$ cat src/rtl/axis_interface.sv
// ============================================================================
// Module   : axis_interface
// Summary  : AXI-Stream register slice (skid buffer) with a tlast packet
//            counter. Optional checker enabled by the
//            AXIS_INTERFACE_PROTOCOL_CHECK_EN macro.
// Revision : 1.0 - initial release
// ============================================================================
`default_nettype none

module axis_interface #(
    parameter int DATA_WIDTH  = 8,
    parameter int USER_WIDTH  = 1,
    parameter int COUNT_WIDTH = 16
) (
    input  logic                   clk,
    input  logic                   rst,
    input  logic [DATA_WIDTH-1:0]  s_tdata,
    input  logic                   s_tvalid,
    output logic                   s_tready,
    input  logic                   s_tlast,
    input  logic [USER_WIDTH-1:0]  s_tuser,
    output logic [DATA_WIDTH-1:0]  m_tdata,
    output logic                   m_tvalid,
    input  logic                   m_tready,
    output logic                   m_tlast,
    output logic [USER_WIDTH-1:0]  m_tuser,
    output logic [COUNT_WIDTH-1:0] packet_count
`ifdef AXIS_INTERFACE_PROTOCOL_CHECK_EN
    ,
    output logic                   protocol_error
`endif
);

    localparam int ENTRY_W = DATA_WIDTH + 1 + USER_WIDTH;

    logic [ENTRY_W-1:0]     r_out_entry;
    logic                   r_out_valid;
    logic [ENTRY_W-1:0]     r_skid_entry;
    logic                   r_skid_valid;
    logic                   r_s_ready;
    logic [COUNT_WIDTH-1:0] r_packet_count;

    logic [ENTRY_W-1:0]     w_s_entry;
    logic                   w_accept;
    logic                   w_out_free;
    logic [ENTRY_W-1:0]     w_out_entry_nxt;
    logic                   w_out_valid_nxt;
    logic [ENTRY_W-1:0]     w_skid_entry_nxt;
    logic                   w_skid_valid_nxt;

    assign w_s_entry  = {s_tdata, s_tlast, s_tuser};
    assign w_accept   = s_tvalid && r_s_ready;
    assign w_out_free = !r_out_valid || m_tready;

    // OUT refills from SKID first so beats leave in acceptance order.
    always_comb begin
        w_out_entry_nxt  = r_out_entry;
        w_out_valid_nxt  = r_out_valid;
        w_skid_entry_nxt = r_skid_entry;
        w_skid_valid_nxt = r_skid_valid;
        if (w_out_free) begin
            if (r_skid_valid) begin
                w_out_entry_nxt  = r_skid_entry;
                w_out_valid_nxt  = 1'b1;
                w_skid_valid_nxt = w_accept;
                if (w_accept) begin
                    w_skid_entry_nxt = w_s_entry;
                end
            end else begin
                w_out_valid_nxt = w_accept;
                if (w_accept) begin
                    w_out_entry_nxt = w_s_entry;
                end
            end
        end else if (w_accept) begin
            w_skid_entry_nxt = w_s_entry;
            w_skid_valid_nxt = 1'b1;
        end
    end

    always_ff @(posedge clk) begin
        if (rst) begin
            r_out_entry    <= '0;
            r_out_valid    <= 1'b0;
            r_skid_entry   <= '0;
            r_skid_valid   <= 1'b0;
            r_s_ready      <= 1'b0;
            r_packet_count <= '0;
        end else begin
            r_out_entry  <= w_out_entry_nxt;
            r_out_valid  <= w_out_valid_nxt;
            r_skid_entry <= w_skid_entry_nxt;
            r_skid_valid <= w_skid_valid_nxt;
            // Ready derives only from SKID occupancy, never from m_tready.
            r_s_ready    <= !w_skid_valid_nxt;
            if (r_out_valid && m_tready && m_tlast) begin
                r_packet_count <= r_packet_count + COUNT_WIDTH'(1);
            end
        end
    end

    assign s_tready     = r_s_ready;
    assign m_tvalid     = r_out_valid;
    assign m_tdata      = r_out_entry[ENTRY_W-1 -: DATA_WIDTH];
    assign m_tlast      = r_out_entry[USER_WIDTH];
    assign m_tuser      = r_out_entry[USER_WIDTH-1:0];
    assign packet_count = r_packet_count;

`ifdef AXIS_INTERFACE_PROTOCOL_CHECK_EN
    logic               r_prev_stall;
    logic [ENTRY_W-1:0] r_prev_entry;
    logic               r_protocol_error;
    logic               w_violation;

    // A stalled beat must stay valid and unchanged until it is accepted.
    assign w_violation = r_prev_stall && (!s_tvalid || (w_s_entry != r_prev_entry));

    always_ff @(posedge clk) begin
        if (rst) begin
            r_prev_stall     <= 1'b0;
            r_prev_entry     <= '0;
            r_protocol_error <= 1'b0;
        end else begin
            r_prev_stall <= s_tvalid && !r_s_ready;
            r_prev_entry <= w_s_entry;
            if (w_violation) begin
                r_protocol_error <= 1'b1;
            end
        end
    end

    assign protocol_error = r_protocol_error;

`ifndef SYNTHESIS
    always_ff @(posedge clk) begin
        if (!rst && w_violation) begin
            $error("axis_interface: stalled s-side beat dropped or changed");
        end
    end
`endif
`endif

endmodule

`default_nettype wire

$ cat config.mk
export PLATFORM = sky130hd
export DESIGN_NAME = axis_interface
export DESIGN_NICKNAME = d
export VERILOG_FILES = /design/src/rtl/axis_interface.sv
export SDC_FILE = /design/constraint.sdc
export NUM_CORES = 1
export LEC_CHECK = 0
export CORE_ASPECT_RATIO = 1.2
export CORE_MARGIN = 4
export CORE_UTILIZATION = 35
export CTS_BUF_LIST = sky130_fd_sc_hd__clkbuf_16
export DETAILED_ROUTE_END_ITERATION = 16
export PLACE_DENSITY = 0.58
export SYNTH_ARGS = -nofsm -noshare
export SYNTH_HDL_FRONTEND = slang
export SYNTH_SLANG_ARGS = --single-unit
$ cat constraint.sdc
create_clock -name clk -period 4.6 [get_ports clk]
set_clock_uncertainty 0.2 [all_clocks]
set_input_delay 0.92 -clock clk [delete_from_list [all_inputs] [get_ports clk]]
set_output_delay 0.92 -clock clk [all_outputs]
set_load 0.01 [all_outputs]
==> results.txt <==
hold path cells = 2
Starting Density = 0.373
std cell rows = 26
worst slew pin tran = 705 ps
placed cell count = 260
layout cells sized above 1 = 0.0619
full die area = 5800 um2
initial antenna violation count = 0
Synth top cells by count = dfxtp_1, nor2_1, mux2i_1
area leader, netlist = dfxtp_1
CTS tree = built
end-of-flow core utilization = 0.507
critical path endpoint category = flip-flop
Fin. Hold Viols = 0
root buf cell = clkbuf_16
H-tree depth = 2
core area = 4360 um2
Tcrit/Tclk final = 0.577
Tot GR Track Use = 0.133
global route total overflow = 0
Clock Path Buffers = 2
area grow syn2layout = 36.2%
ranking of synthesized cells by area = dfxtp_1, mux2i_1, nor2_1, a211oi_1, xor2_1
mean post-synth cell area = 9.55 um2
Lkg Pwr = 0.000837 uW
GPL Wtd Cong = 0.720
status = finished, final reports clean
RSZ-0062 raised after global routing = no
Worst Reg-to-Reg Cells = 5
post_cts resized = 0
ant diodes = 0
Synth Warn # = 0
Max FO, Critical Path = 7
Detailed Route WL = 3570 um
clock latency on the worst-skew pair = 270 ps
via count = 1322
most common cell in the netlist = dfxtp_1
drt first pass iters = 4
pin count of the biggest net entering global routing = 40
first-pass GRT wire length = 6090 um
critical path data arrival time = 2660 ps
Setup TNS = 0 ps
Setup WS pre-CTS = 1650 ps
Die Wd = 70.2 um
kind of critical path = in2reg
Slew Viols, Final = 0
post-synth top area share = 0.481
pwr/cell area = 325 nW/um2
DP Wirelength = 2600 um
critical path required time = 4600 ps
DRT iter0 DRCs = 30
vias per inst = 4.97
final setup fails = 0
sequential share of the synthesized area = 0.481
input/output buffers = 41
final cell count without fillers = 266
via count of the first global-routing pass = 1331
Final #Nets = 226
fmax = 377 MHz
Worst Hold Class = reg2reg
final worst slack = 1950 ps
synth unique cells = 32
Post-route DRC = 0
DR WL/cell = 13.4 um
Setup Fix Bufs, Post-CTS = 0
Synth Cell Area = 1620 um2
boundary pin count = 42
Main synth FF type = dfxtp_1
Hold Slack = 291 ps
Max VDD drop = 0.274 mV
Startpoint Class = input pin
Mapped Nets = 185
MaxCap Viol Count = 0
CTS Sinks = 39
Syn Inst Count = 170
ANT nets after route = 0
Slew headroom = 0.529
Clock transition at path regs = 60 ps
Post-synth EDFFs = 0
clock buffer count from CTS = 5
minimum clock period = 2650 ps
Yosys reg bits = 39
CTS Hold Buffers Added = 0
FFs w/ async S/R, synth = 0
Die H = 82.6 um
==> report_power, final <==
part	internal, uW	switching [uW]	leakage, uW
Combinational	32.8	26.2	0.000453
Sequential	347	6.26	0.000317
Clock	192	115	0.0000669
Total	572	147	0.000837
==> per-layer routing <==
metal	vias to the layer above	share of wire	GRT usage
li1	677	-	-
met1	618	0.45	0.158
met2	25	0.49	0.225
met4	0	0.0081	0.0402
met5	-	0	0
met3	2	0.046	0.0484
==> registers in the layout, summed over array words and instances (netlist names) <==
register,cells
r_skid_valid,1
s_tready,1
m_tvalid,1
r_out_entry,10
r_skid_entry,10
packet_count,16
==> placed cells by master, fill, tap and decap left out, drive strengths merged, types with 3 or more instances in the layout <==
cell / count
mux2i: 21
nand2: 7
xnor2: 3
nand4: 5
nor2: 32
o31ai: 4
a21oi: 9
clkbuf: 5
a211oi: 10
buf: 3
or4: 4
nand3: 4
dfxtp: 39
xor2: 6
clkdlybuf4s50: 41
==> path summary, 6_finish.rpt <==
path                                        from          endpoint  slack, ps
worst min-delay path            packet_count[15]  packet_count[15]        290
worst max-delay path                    m_tready  packet_count[15]       1950
worst max register to register   packet_count[0]  packet_count[12]       2690
worst min register to register  packet_count[15]  packet_count[15]        290
==> through the flow <==
stage                     power (uW)  instance area, um2
after floorplan                  385                1620
after global placement           419                2080
after global routing             752                2210
after CTS                        731                2210
final                            719                2210
after detailed placement         420                2080
==> cells by family after synthesis <==
logic type | share of synthesized area
and+or+nand+nor | 0.201
xor gates and xnor gates | 0.0485
muxes | 0.129
DFF | 0.481
adders and majority gates | 0.00770
AOI/OAI and AO/OA | 0.103
buffers and inverters | 0.0293
==> worst max-delay path: stages <==
cell and delay, ps:
clkdlybuf4s50_1 540, and3_1 340, nand2_1 190, or4_1 520
a21oi_1 150
==> cell type report <==
| type | count | area (um2) |
|---|---|---|
| fill | 427 | 2150 |
| multi-input combinational | 120 | 796 |
| sequential | 39 | 781 |
| timing repair buffer | 44 | 433 |
| clock buffer | 5 | 125 |
| tap | 56 | 70.1 |
| clock inverter | 1 | 3.75 |
| inverter | 1 | 3.75 |
No activity file was read; power rests on OpenSTA's default activity.
==> variant, RTL diff (same flow settings) <==
The parameter `COUNT_WIDTH` goes from 16 to 32.
--- a/src/rtl/axis_interface.sv
+++ b/src/rtl/axis_interface.sv
@@ -11,5 +11,5 @@
     parameter int DATA_WIDTH  = 8,
     parameter int USER_WIDTH  = 1,
-    parameter int COUNT_WIDTH = 16
+    parameter int COUNT_WIDTH = 32
 ) (
     input  logic                   clk,
Ports: changed (resized packet_count); port bits go from 42 to 58. No check against the original RTL was run, so the function may have changed too.
==> variant against the original RTL <==
- die area up 48%
- total power up 28%
- area after synthesis up 54%
- final area up 47%
- setup slack worse by 470 ps
- sequential cell count up 16
- worst hold slack better by 4.3 ps
- routed wire length up 61%
- sequential power up 39%
- highest routed layer unchanged
==> variant: results (changes against the original RTL) <==
outcome=completed; vias in the first global route=2141 (+61%); share of cells above drive strength 1=6.99% (+0.80 points); met2 Use GR=25.1% (+2.6 points); Synth Area in XOR/XNOR=3.51% (-1.3 points); Critical-path top delay cell=or4_2; filler instances=660 (+55%); first-pass GRT wire length=9880 um (+62%); Synth top cells by count=dfxtp_1 (55), nor2_1 (37), mux2i_1 (20); postcts setup bufs=0 (unchanged); Post-DP HPWL=4020 um (+55%); met2 routed WL=2800 um (+58%); placed cell area=3120 um2 (+50%); CP max stage delay=760 ps (+220 ps); max reg flops=32 (+16); GRT Util Overall=13.9% (+0.60 points); slew of the pin with the lowest slew margin=1050 ps (+344 ps); Cell Count, Final, Fillers Out=416 (+56%); Hold Startpoint=packet_count[26]; area fraction in compound gates after synthesis=12.0% (+1.7 points); met3 GRT Util=3.52% (-1.3 points); Synth area leaders=dfxtp_1 (44%), mux2i_1 (8.0%), nor2_1 (5.6%); post-synthesis sequential area ratio=44.1% (-4.0 points); Worst VDD drop=0.171 mV (-38%); WL final=5740 um (+61%); via count=2198 (+66%); DR iter-0 viols=163 (+440%); WHS Endpoint=packet_count[26]; M1 GR Usage=16.1% (+0.22 points); largest net degree at the start of global routing=61 (+53%); DR WL met3=290 um (+76%); dpl ws=1170 ps (-481 ps); GPL Wtd Cong=0.764 (+6.2%); I/O Buffers=57 (+39%); crit-path max FO=10 (+3); syn nets=292 (+58%); CTS Root Cell=clkbuf_16; Skew-Pair Late Insertion Delay=290 ps (+20 ps); Post-Syn Area per Cell=9.02 um2 (-5.6%); Synth Area in Adders=0.501% (-0.27 points); Cells after DPL=408 (+57%); FF-to-FF setup slack=2050 ps (-640 ps); end of the worst register-to-register path=packet_count[30]; mux contribution to synthesized area=10.3% (-2.7 points); fin nets=343 (+52%); CP arrival=3100 ps (+440 ps); area leader, netlist=dfxtp_1; Unique masters post-synth=38 (+19%); Pleak=0.00109 uW (+30%); Met1 Wirelength=2600 um (+62%); Min Hold Slack=296 ps (+4.32 ps)
## variant: cell types whose count changed after synthesis, sizes merged, moves of 6 or more
cell | before | now
or4 | 4 | 10
nand2 | 7 | 16
a21oi | 9 | 19
dfxtp | 39 | 55
nand3 | 4 | 10
nand4 | 5 | 11
nor4 | 1 | 11
## variant: worst max-delay path by stage
stage                         from               end  slack [ps]  cells past startpoint
final                     m_tready  packet_count[30]        1480                      5
after global routing      m_tready  packet_count[30]        1390                      5
after CTS                 m_tready  packet_count[30]        1480                      5
after detailed placement  m_tready  packet_count[30]        1170                      5
after global placement    m_tready  packet_count[30]        1190                      5
after floorplan           m_tready  packet_count[30]        1860                      4
## variant: area by class of cell
type,instances,area (um2),share of cell area (%)
clock buffer,5,125,3.84
clock inverter,3,15.0,0.460
inverter,5,18.8,0.575
multi-input combinational,202,1310,40.2
sequential,55,1100,33.8
tap,87,109,3.34
timing repair buffer,59,581,17.8
## variant: report_power, final
part           switching, uW  internal (uW)
registers               6.85            485
clock network            168            198
logic                   29.1           32.5
